File: src/rtl/voice_allocator.sv
// Polyphonic voice allocator: retrigger on note match, else lowest free voice, else steal oldest.
// Outputs are registered one cycle after the event; no backpressure, one event accepted per cycle.
module voice_allocator #(
    parameter int NVOICE = 4
) (
    input  logic                  clk_50m,
    input  logic                  rst_n,
    input  logic                  ev_valid,
    input  logic                  ev_on,
    input  logic [6:0]            ev_note,
    input  logic [7:0]            ev_vel,
    input  logic                  all_off,
    output logic [NVOICE-1:0]     voice_gate,
    output logic [NVOICE-1:0]     voice_trig,
    output logic [7*NVOICE-1:0]   voice_note,
    output logic [8*NVOICE-1:0]   voice_vel
);

    localparam int AW = $clog2(NVOICE);

    logic [AW-1:0] age [NVOICE];

    logic          match_hit;
    logic [AW-1:0] match_idx;
    logic          free_hit;
    logic [AW-1:0] free_idx;
    logic [AW-1:0] old_idx;
    logic [AW-1:0] chosen_idx;
    logic [AW-1:0] chosen_age;
    logic          note_on;
    logic          note_off;

    assign note_on  = ev_valid && ev_on && !all_off;
    assign note_off = ev_valid && !ev_on && !all_off;

    // Scan from the top so the lowest-index candidate is the one left standing.
    always_comb begin
        match_hit = 1'b0;
        match_idx = '0;
        free_hit  = 1'b0;
        free_idx  = '0;
        old_idx   = '0;
        for (int i = NVOICE - 1; i >= 0; i--) begin
            if (voice_gate[i] && (voice_note[7*i +: 7] == ev_note)) begin
                match_hit = 1'b1;
                match_idx = AW'(i);
            end
            if (!voice_gate[i]) begin
                free_hit = 1'b1;
                free_idx = AW'(i);
            end
            if (age[i] == AW'(NVOICE - 1)) begin
                old_idx = AW'(i);
            end
        end
        if (match_hit) begin
            chosen_idx = match_idx;
        end else if (free_hit) begin
            chosen_idx = free_idx;
        end else begin
            chosen_idx = old_idx;
        end
        chosen_age = '0;
        for (int i = 0; i < NVOICE; i++) begin
            if (AW'(i) == chosen_idx) begin
                chosen_age = age[i];
            end
        end
    end

    always_ff @(posedge clk_50m or negedge rst_n) begin
        if (!rst_n) begin
            voice_gate <= '0;
            voice_trig <= '0;
            voice_note <= '0;
            voice_vel  <= '0;
            for (int i = 0; i < NVOICE; i++) begin
                age[i] <= AW'(i);
            end
        end else begin
            voice_trig <= '0;
            if (all_off) begin
                voice_gate <= '0;
            end else if (note_on) begin
                // Chosen voice becomes newest; only voices younger than it age by one.
                for (int i = 0; i < NVOICE; i++) begin
                    if (AW'(i) == chosen_idx) begin
                        voice_gate[i]        <= 1'b1;
                        voice_trig[i]        <= 1'b1;
                        voice_note[7*i +: 7] <= ev_note;
                        voice_vel[8*i +: 8]  <= ev_vel;
                        age[i]               <= '0;
                    end else if (age[i] < chosen_age) begin
                        age[i] <= age[i] + AW'(1);
                    end
                end
            end else if (note_off && match_hit) begin
                for (int i = 0; i < NVOICE; i++) begin
                    if (AW'(i) == match_idx) begin
                        voice_gate[i] <= 1'b0;
                    end
                end
            end
        end
    end

endmodule

File: config.mk
export PLATFORM = sky130hd
export DESIGN_NAME = voice_allocator
export DESIGN_NICKNAME = d
export VERILOG_FILES = /design/src/rtl/voice_allocator.sv
export SDC_FILE = /design/constraint.sdc
export NUM_CORES = 1
export LEC_CHECK = 0
export BUFFER_PORTS_ARGS = -buffer_cell sky130_fd_sc_hd__buf_2
export CORE_UTILIZATION = 54
export CTS_CLUSTER_SIZE = 20
export DETAILED_ROUTE_END_ITERATION = 8
export PLACE_DENSITY_LB_ADDON = 0.12
export SLEW_MARGIN = 0
export SYNTH_ARGS = -nofsm -noshare
export SYNTH_HDL_FRONTEND = slang
export SYNTH_SLANG_ARGS = --single-unit
File: constraint.sdc
create_clock -name clk_50m -period 4.15 [get_ports clk_50m]
set_clock_uncertainty 0.1 [all_clocks]
set_input_delay 0.2075 -clock clk_50m [delete_from_list [all_inputs] [get_ports clk_50m]]
set_output_delay 0.2075 -clock clk_50m [all_outputs]
set_load 0.02 [all_outputs]
==> metrics.md, run 1 <==
| Metric | Value |
|---|---|
| Pleak | `roughly 2.3 nW` |
| Final period util | `between 80% and 90%` |
| Syn_nets | `355` |
| Sw Ratio | `about a third` |
| HP Start | `ev_note[4]` |
| # setup viols final | `0` |
| Die height | `~86 microns` |
| #FFs+latches synth | `76` |
| Die area | `around 0.0074 sq mm` |
| Clk slew on worst S/H paths | `~0.08 ns` |
| Hold endpoint | `voice_note[11]` |
| FF-to-FF End | `age[5]` |
| Largest net degree at the start of global routing | `77` |
| Antenna violations before repair | `0` |
| DRC viols | `0` |
| Fmax | `~0.27 GHz` |
| Cell family with most CP delay | `compound AO/OA/AOI/OAI gates` |
| Ports | `88` |
| DRT Pass-1 Iters | `4` |
| Min Hold Slack | `approximately 0.067 ns` |
| Maxcap violations | `0` |
| Core area | `roughly 0.0068 sq mm` |
| CP Launch Type | `register` |
| DR iter-0 viols | `88` |
| Worst R2R Setup Slack | `approximately 0.42 ns` |
| Drt wl/cell | `between 15 and 20 microns` |
| Reg power frac | `44.1%` |
| GPL Wtd Cong | `~0.83` |
| Port bufs | `slightly below 90` |
| Final TNS setup | `0 ns` |
| Tot GR Track Use | `23.95%` |
| CTS tree | `built` |
| Pwr per Cell Area | `between 400 and 500 mW/mm^2` |
| Relative slew slack | `36.12%` |
| Crit path DAT | `3.86 ns` |
| Reg2Reg Launch Point | `age[4]` |
| Final Net Count | `448` |
| Buf/Inv on CP | `0` |
| Hold Crit Class | `in2reg` |
| R2r worst-path depth | `12` |
| Die width | `about 86 microns` |
| WP data required | `around 4.3 ns` |
| Cell count after synthesis | `roughly 330` |
| Clock tree sinks | `76` |
| RSZ-0062 raised after global routing | `false` |
| Setup bufs post-CTS | `0` |
| Clk_lat worst skew | `0.34 ns` |
| Clk pwr share | `31.3%` |
| Max IR drop VDD | `0.3129 mV` |
| Area Overhead vs Synth | `20.17%` |
| N_diodes | `0` |
| Tmin final | `3.733 ns` |
| Hold Vio Cnt, Final | `0` |
| Via count of the first global-routing pass | `2,713` |
| Clk root buf | `clkbuf_8` |
| CTS HTree Levels | `3` |
| Syn avg cell area | `around 12 sq um` |
| Initial core utilization | `a little under three fifths` |
| Commonest register cell after synthesis | `dfrtp_1` |
| Pint | `0.001470 W` |
| Via Count | `~2,700` |
| Sequential share of the synthesized area | `50.30%` |
| FFs w/ async S/R, synth | `between 90% and 100%` |
| Critical Path Sink Type | `register` |
| Fill cells | `approximately 540` |
| Final Util | `between 60% and 70%` |
| Row count | `30` |
| Max-slew violation count | `0` |
| Synth unique cells | `55` |
| Setup CP Type | `reg2reg` |
| Share of layout cells above drive strength 1 | `around 39%` |
| Most common cell after layout, fill and taps aside | `buf_2` |
| First-pass GRT wire length | `~13 mm` |
| Logic pwr share | `roughly a quarter` |
| Post-route ant nets | `0` |
| Hold Crit Depth | `3` |
| YS warnings | `0` |
| Status | `finished, final reports clean` |
| Most frequent cells in the layout | `buf_2 (86), dfrtp_1 (72), nand2_1 (56)` |
| CP max stage cell | `dfstp_2` |
| Vias per cell | `5.269` |
| Clock buffer count from CTS | `9` |
| Routed WL | `8.231 mm` |
| Crit Path Max Fanout | `12` |
| Slew @ Worst Pin | `0.9582 ns` |
| Most used cell, CP | `o21ai_0` |
| Critical-path cell list | `ha_1, nor2_1, o21ai_0, a31oi_1, o311ai_4, mux2_2, o21ai_0, ha_1, or3_1, and3_1, o21ai_0, o21ai_0` |
| Sw Pwr | `~0.00067 W` |
| HPWL after DPL | `5.691 mm` |
| Post-synth EDFFs | `0` |
| CP max stage delay | `0.60 ns` |
| Mapped Area | `about 0.0038 sq mm` |
| Max Buffers Root-to-Sink | `2` |
| Remaining global-route overflow | `0` |
-- cell usage after synthesis (all sizes together), types with 4 or more instances --
master  instances  area, sq um
ha              8        100.1
or3             7        43.79
and3            4        25.02
nand4           7        50.05
dfrtp          72         1802
mux2           48        544.3
inv             8        30.03
dfstp           4        105.1
buf            12        121.4
nand2          57        216.5
nor2           13        68.82
o21ai           8        40.04
clkbuf          4        15.01
xnor2          22        192.7
a31o            4        35.03
a211oi          5        50.05
xor2            6        52.55
-- registers in the layout, indices dropped and copies added, names as in the netlist --
name	count
voice_trig	4
voice_vel	32
voice_gate	4
age	8
voice_note	28
-- stage by stage --
stage | cell area [sq um] | setup WS [ns] | instances | total power [W]
after floorplan | 3791 | 0.8563 | 327 | 0.001304
after global placement | 4228 | 0.5553 | 496 | 0.001467
after detailed placement | 4228 | 0.4585 | 496 | 0.001480
after CTS | 4556 | 0.4390 | 520 | 0.002167
after global routing | 4556 | 0.1768 | 520 | 0.002261
final | 4556 | 0.4173 | 520 | 0.002142
-- how the worst max path moves through the flow --
| stage | startpoint | to | slack (ns) | cells after the start |
|---|---|---|---|---|
| 2_1_floorplan | voice_note[9] | age[4] | 0.86 | 11 |
| 3_3_place_gp | age[4] | age[4] | 0.56 | 11 |
| 3_5_place_dp | age[4] | age[5] | 0.46 | 12 |
| 4_1_cts | age[4] | age[4] | 0.44 | 11 |
| 5_1_grt | age[4] | age[5] | 0.18 | 12 |
| 6_report | age[4] | age[5] | 0.42 | 12 |
-- layout make-up --
| cell class | instances | area [sq um] | share of cell area (%) |
|---|---|---|---|
| Inverter | 9 | 33.78 | 0.7416 |
| Sequential cell | 76 | 1907 | 41.86 |
| Tap cell | 96 | 120.1 | 2.637 |
| Multi-Input combinational cell | 226 | 1714 | 37.63 |
| Timing Repair Buffer | 98 | 543.0 | 11.92 |
| Clock inverter | 6 | 113.9 | 2.499 |
| Clock buffer | 9 | 123.9 | 2.719 |
-- metal layers --
layer / wire length, microns / global-route usage, %
met5: 0 / 0
met4: 146 / 10.45
met3: 442 / 5.679
met2: 3961 / 37.02
met1: 3680 / 32.46
-- power by group through the flow --
stage | Sequential, W | Combinational (W) | Clock, W
2_1_floorplan | 0.00105 | 0.000252 | 0
3_3_place_gp | 0.000952 | 0.000514 | 0
3_5_place_dp | 0.000956 | 0.000523 | 0
4_1_cts | 0.000945 | 0.000532 | 0.000691
5_1_grt | 0.000961 | 0.000581 | 0.000719
6_report | 0.000944 | 0.000527 | 0.000671
-- repair_timing --
action                    4_1_cts  5_1_grt
hold buffers                    9        0
hold endpoints to repair       80        0
resized for setup               0        0
-- worst reg2reg max path, stage by stage (launching register included) --
cell and delay [ns]:
dfstp_2 0.60, ha_1 0.19, nor2_1 0.05, o21ai_0 0.07
a31oi_1 0.15, o311ai_4 0.56, mux2_2 0.40, o21ai_0 0.42
ha_1 0.36, or3_1 0.39, and3_1 0.19, o21ai_0 0.06
o21ai_0 0.09
-- logic make-up (layout without fill, tap and decap cells) --
family                   after synthesis  count (layout)  share of synthesized area, %
multiplexers                          50              50                         14.88
AO/OA/AOI/OAI                         35              35                         7.558
adder cells (fa/ha/maj)                8               8                         2.640
AND/OR/NAND/NOR                      105             105                         13.66
flip-flops                            76              76                         50.30
buffers and inverters                 25             122                         4.488
XOR/XNOR                              28              28                         6.469
Note: power is estimated with default switching activity, not from simulation.
==> inputs of run 2 (changes only) <==
--- a/config.mk
+++ b/config.mk
@@ -5,6 +5,7 @@
 export SDC_FILE = /design/constraint.sdc
 export NUM_CORES = 1
 export LEC_CHECK = 0
+export ABC_AREA = 1
 export BUFFER_PORTS_ARGS = -buffer_cell sky130_fd_sc_hd__buf_2
 export CORE_UTILIZATION = 54
 export CTS_CLUSTER_SIZE = 20
==> run 2 against run 1 <==
Non-clock buffer count shrank 10. Utilization down 2.2 points. Register-to-register slack gained 0.76 ns. Critical endpoint is now age[1].
==> metrics.md, run 2 <==
| Metric | Value |
|---|---|
| Status | `finished, final reports clean` |
| Reg2Reg Launch Point | `age[3]` |
| Largest cells by area after synthesis | `dfrtp_1 (45%), nand2_1 (19%), inv_1 (5.2%)` |
| CP Launch Type | `register` |
| Worst setup path startpoint | `age[3]` |
| Mapped Area | `around 0.004 sq mm` |
| Max reg flops | `32` |
| Tmin final | `between 2 and 3 ns` |
| Port bufs | `87` |
| Clock buffer count from CTS | `9` |
| Ports | `between 80 and 90` |
| # hold bufs at CTS | `1` |
| Maxcap violations | `0` |
| Antenna violations before repair | `0` |
| WP data required | `around 4.4 ns` |
| DRC viols | `0` |
| Row count | `31` |
| Clk_lat worst skew | `0.37 ns` |
| DRT Pass-1 Iters | `6` |
| Post-route ant nets | `0` |
| Crit Path Max Fanout | `4` |
| Die area | `about 0.008 sq mm` |
| Synth top area share | `about 45%` |
| Drt wl/cell | `roughly 14 microns` |
| CP max stage cell | `dfstp_2` |
| Min Hold Slack | `0.02502 ns` |
| Clk slew on worst S/H paths | `0.09 ns` |
| Fmax | `roughly 0.34 GHz` |
| Syn avg cell area | `7.559 sq um` |
| Area Overhead vs Synth | `16.77%` |
| RSZ-0062 raised after global routing | `false` |
| Max-slew violation count | `0` |
| Hold Vio Cnt, Final | `0` |
| Via Count | `approximately 3,500` |
| Most common cell after layout, fill and taps aside | `nand2_1` |
| #FFs+latches synth | `between 70 and 80` |
| Max Buffers Root-to-Sink | `2` |
| Pwr per Cell Area | `479.3 mW/mm^2` |
| Remaining global-route overflow | `0` |
| Critical Path Sink Type | `register` |
| CP max stage delay | `0.58 ns` |
| Initial core utilization | `a little under three fifths` |
| Largest reg by FF count | `voice_vel` |
| Via count of the first global-routing pass | `3,166` |
| Commonest cells post-synth | `nand2_1 (206), dfrtp_1 (72), inv_1 (56)` |
| Synth unique cells | `31` |
| Die height | `~88 microns` |
| Most frequent cells in the layout | `nand2_1 (206), buf_2 (86), dfrtp_1 (72)` |
| Cell taking the most area after synthesis | `dfrtp_1` |
| Tot Pwr | `approximately 0.0022 W` |
| Crit path DAT | `between 3 and 4 ns` |
| Vias per cell | `around 4.9` |
| N_diodes | `0` |
| HP Start | `all_off` |
| Syn_nets | `558` |
| Setup CP Type | `reg2reg` |
| Largest regs | `voice_vel (32), voice_note (28), age (8)` |
| Most common cell in the netlist | `nand2_1` |
| Max IR drop VDD | `between 0.2 and 0.3 mV` |
| Clock tree sinks | `76` |
| Largest net degree at the start of global routing | `77` |
| Slew @ Worst Pin | `between 0.9 and 1 ns` |
| Commonest register cell after synthesis | `dfrtp_1` |
| Most used cell, CP | `nand2_1` |
| Clk root buf | `clkbuf_8` |
| # setup viols final | `0` |
| CTS tree | `built` |
| Post-synth EDFFs | `0` |
| HPWL after DPL | `slightly below 7 mm` |
| Hold Crit Class | `in2reg` |
| Cell count after synthesis | `between 500 and 600` |
| CTS HTree Levels | `3` |
| Sequential share of the synthesized area | `47.60%` |
| Core area | `between 0.007 and 0.008 sq mm` |
| Share of layout cells above drive strength 1 | `between 20% and 30%` |
| Relative slew slack | `35.39%` |
| Final TNS setup | `0 ns` |
| Setup bufs post-CTS | `0` |
| DR iter-0 viols | `about 260` |
| Critical-path cell list | `ha_1, nor2_1, o21bai_1, nand2_1, nand2_1, nand3_1, nand2_2, nand2_2, o221ai_1, a21boi_0, ha_1, o21ai_0, nand2_1, nand2_1, nand2_1, nand2_1` |
| Post-CTS Resized | `0` |
| YS warnings | `0` |
| Die width | `between 80 and 90 microns` |
| First-pass GRT wire length | `roughly 16 mm` |
| Routed WL | `~9.8 mm` |
| GPL Wtd Cong | `~0.91` |
| FFs w/ async S/R, synth | `between 90% and 100%` |
| Pleak | `about 2.6 nW` |
| Tot GR Track Use | `around 27%` |
| Final period util | `71.61%` |
| Final Net Count | `640` |
[run 2: cell types whose count changed in the layout (fill, tap and decap cells not counted), sizes merged, moves of 6 or more]
cell / change
inv: +66
nand3: +12
xnor2: -21
xor2: -6
o21ai: +56
nand4: -6
dlygate4sd3: -8
mux2: -48
or3: -7
nor2: +37
nand2: +157
[run 2: worst max-delay path: cells and delay by family (launching register included)]
family | cells | cell delay, ns
adders and majority gates | 2 | 0.52
and+or+nand+nor | 10 | 0.87
DFF | 1 | 0.58
AOI/OAI and AO/OA | 4 | 0.85
[run 2: cells by family after synthesis]
kind of cell / after synthesis / synth area share (%)
simple gates: 282 / 29.61
buf+inv: 88 / 9.338
flops: 76 / 47.60
compound gates: 75 / 10.74
fa+ha+maj: 8 / 2.499
xor+xnor: 1 / 0.2187
[run 2: final timing paths]
| check | end | slack [ns] | depth (start not counted) |
|---|---|---|---|
| worst max-delay path | age[1] | 1.18 | 16 |
| worst min-delay path | voice_gate[2] | 0.03 | 2 |
| worst max register to register | age[1] | 1.18 | 16 |
| worst min register to register | voice_vel[2] | 0.38 | 2 |
| max in group asynchronous | voice_note[12] | 2.89 | 2 |
| min in group asynchronous | voice_note[22] | 0.40 | 2 |
[run 2: cell type report]
class	instances	area (sq um)
Multi-Input combinational cell	366	1725
Sequential cell	76	1907
Tap cell	99	123.9
Timing Repair Buffer	88	447.9
Clock inverter	7	81.33
Clock buffer	9	123.9
Inverter	71	269.0
Fill cell	660	2536
[run 2: through the flow]
stage | utilization [%] | instances | setup WS (ns) | area (sq um)
after floorplan | - | 530 | 1.489 | 4006
after global placement | 61.86 | 699 | 1.304 | 4463
after detailed placement | 61.86 | 699 | 1.191 | 4463
after CTS | 64.85 | 716 | 1.181 | 4678
after global routing | 64.85 | 716 | 0.8997 | 4678
final | 64.85 | 716 | 1.178 | 4678
[run 2: report_power, final]
group	internal [W]	total [W]	switching, W
Sequential	0.000881	0.000989	0.000108
Clock	0.000286	0.000605	0.000319
Combinational	0.000228	0.000648	0.000420
[run 2: metal layers]
layer | vias to the layer above | GRT usage (%) | share of wire, %
met2 | 110 | 39.68 | 43
met5 | - | 0 | 0
met3 | 16 | 4.618 | 5.9
met1 | 1588 | 39.92 | 49
met4 | 0 | 10.85 | 2.1
li1 | 1797 | - | -
==> inputs of run 3 (changes only) <==
==> constraint.sdc (replaced) <==
create_clock -name clk_50m -period 3.05 [get_ports clk_50m]
set_clock_uncertainty 0.1 [all_clocks]
set_input_delay 0.1525 -clock clk_50m [delete_from_list [all_inputs] [get_ports clk_50m]]
set_output_delay 0.1525 -clock clk_50m [all_outputs]
set_load 0.02 [all_outputs]
==> run 3 against run 2 <==
Sequential power increased by 35%. Register-to-register slack worse by 0.87 ns. Highest routed layer unchanged. Power up 33%. Non-clock buffer count is 9 higher. Critical endpoint unchanged. Global-route usage is 1.2 points lower. Combinational power increased by 39%. Via count grew 1.7%. Maximum frequency grew 8.4%. Cell area grew 1.5%.
==> metrics.md, run 3 (synthesis results as in run 2) <==
| Metric | Value |
|---|---|
| Hold Crit Class | `in2reg` |
| CP max stage delay | `roughly 0.58 ns` |
| Final Net Count | `between 600 and 700` |
| Setup bufs post-CTS | `0` |
| GPL Wtd Cong | `about 0.89` |
| Critical Path Sink Type | `register` |
| Max Buffers Root-to-Sink | `2` |
| DR iter-0 viols | `between 200 and 250` |
| # setup viols final | `0` |
| Tmin final | `between 2 and 3 ns` |
| Routed wl met3 | `527 microns` |
| Vias per cell | `~5` |
| Final period util | `89.86%` |
| Most common cell after layout, fill and taps aside | `nand2_1` |
| Via count of the first global-routing pass | `around 3,200` |
| Via Count | `3,569` |
| Most used cell, CP | `nand2_1` |
| Clk root buf | `clkbuf_8` |
| WP data required | `roughly 3.3 ns` |
| DRT Pass-1 Iters | `5` |
| Setup CP Type | `reg2reg` |
| Port bufs | `87` |
| Post-route ant nets | `0` |
| N_diodes | `0` |
| Wire length on met2 | `4.299 mm` |
| Hold Vio Cnt, Final | `0` |
| Pleak | `between 2 and 3 nW` |
| Pwr per Cell Area | `between 600 and 700 mW/mm^2` |
| Most frequent cells in the layout | `nand2_1 (206), buf_2 (86), dfrtp_1 (72)` |
| Share of layout cells above drive strength 1 | `around a quarter` |
| Clock buffer count from CTS | `9` |
| Largest reg by FF count | `voice_vel` |
| Clk_lat worst skew | `0.36 ns` |
| Maxcap violations | `0` |
| Buf/Inv on CP | `1` |
| Tot Pwr | `between 0.002 and 0.003 W` |
| Wl on met1 | `4.717 mm` |
| Die width | `between 80 and 90 microns` |
| DRC viols | `0` |
| First-pass GRT wire length | `around 15 mm` |
| Antenna violations before repair | `0` |
| Max IR drop VDD | `around 0.41 mV` |
| Status | `finished, final reports clean` |
| Row count | `31` |
| Clock tree sinks | `76` |
| Die area | `a little under 0.008 sq mm` |
| Fmax | `~0.36 GHz` |
| Slew @ Worst Pin | `around 0.96 ns` |
| Crit path DAT | `approximately 3.0 ns` |
| Min Hold Slack | `about 0.024 ns` |
| Tot GR Track Use | `between 20% and 30%` |
| Largest regs | `voice_vel (32), voice_note (28), age (8)` |
| CP max stage cell | `dfstp_2` |
| Clk slew on worst S/H paths | `approximately 0.10 ns` |
| Max-slew violation count | `0` |
| Relative slew slack | `36.22%` |
| Area Overhead vs Synth | `18.49%` |
| Critical-path cell list | `ha_1, nor2_1, o21bai_1, nand2_1, nand2_1, nand3b_1, nand2_2, nor2_4, inv_2, o221ai_1, a21boi_2, ha_1, o21ai_0, nand2_1, nand2_1, nand2_1, nand2_1` |
| Remaining global-route overflow | `0` |
| Drt wl/cell | `between 10 and 15 microns` |
| Cell family with most CP delay | `simple AND/OR/NAND/NOR gates` |
| Largest net degree at the start of global routing | `77` |
| Top sig layer | `met4` |
| Max reg flops | `32` |
| CP Launch Type | `register` |
| Ports | `88` |
| CTS tree | `built` |
| HPWL after DPL | `roughly 6.7 mm` |
| Routed WL | `approximately 9.7 mm` |
| Core area | `just over 0.007 sq mm` |
| CTS HTree Levels | `3` |
| Crit Path Max Fanout | `4` |
| Die height | `between 80 and 90 microns` |
| Initial core utilization | `a little under three fifths` |
-- run 3: changes by cell type in the layout (fill, tap and decap cells not counted), sizes merged --
cell,previous run,this run
clkinvlp,3,4
dlygate4sd3,1,10
bufinv,1,0
-- run 3: area by class of cell --
cell class	count	area, sq um
Fill cell	646	2467
Timing Repair Buffer	97	538.0
Inverter	71	269.0
Clock inverter	7	56.30
Multi-Input combinational cell	366	1729
Clock buffer	9	123.9
Tap cell	99	123.9
Sequential cell	76	1907
-- run 3: per-layer routing --
metal / up-vias / track usage, %
met5: - / 0
li1: 1816 / -
met1: 1634 / 37.16
met2: 103 / 39.04
met4: 0 / 8.065
met3: 16 / 5.844
-- run 3: tightest hold or removal path: stages --
cell     delay (ns)
buf_2          0.15
nand2_1        0.07
o21ai_0        0.07
-- run 3: path summary, 6_finish.rpt --
kind,startpoint,endpoint,slack [ns],cells after the start
worst max-delay path,age[3],age[1],0.31,17
worst min-delay path,ev_note[2],voice_note[2],0.02,3
worst max register to register,age[3],age[1],0.31,17
worst min register to register,voice_vel[1],voice_vel[1],0.38,2
max in group asynchronous,rst_n,voice_note[4],1.85,2
min in group asynchronous,rst_n,voice_trig[2],0.37,2
-- run 3: report_power, final --
group	switching [W]	internal, W	total, W
sequential	0.000144	0.00120	0.00134
combinational	0.000582	0.000321	0.000903
clock	0.000428	0.000304	0.000731
-- run 3: repair_timing --
action	4_1_cts	5_1_grt
endpoints found under the setup margin	0	8
hold buffers	10	0
gates resized for setup	0	2
hold endpoints to repair	91	0
-- run 3: stage by stage --
step                      instance area (sq um)  utilization [%]  setup slack (ns)  instances  setup TNS (ns)
final                                      4747            65.80            0.3092        725               0
after global routing                       4747            65.80         -0.008633        725       -0.008633
after CTS                                  4743            65.75           0.03686        725               0
after detailed placement                   4463            61.86           0.06425        699               0
after global placement                     4463            61.86            0.1873        699               0
after floorplan                            4006                -            0.3892        530               0
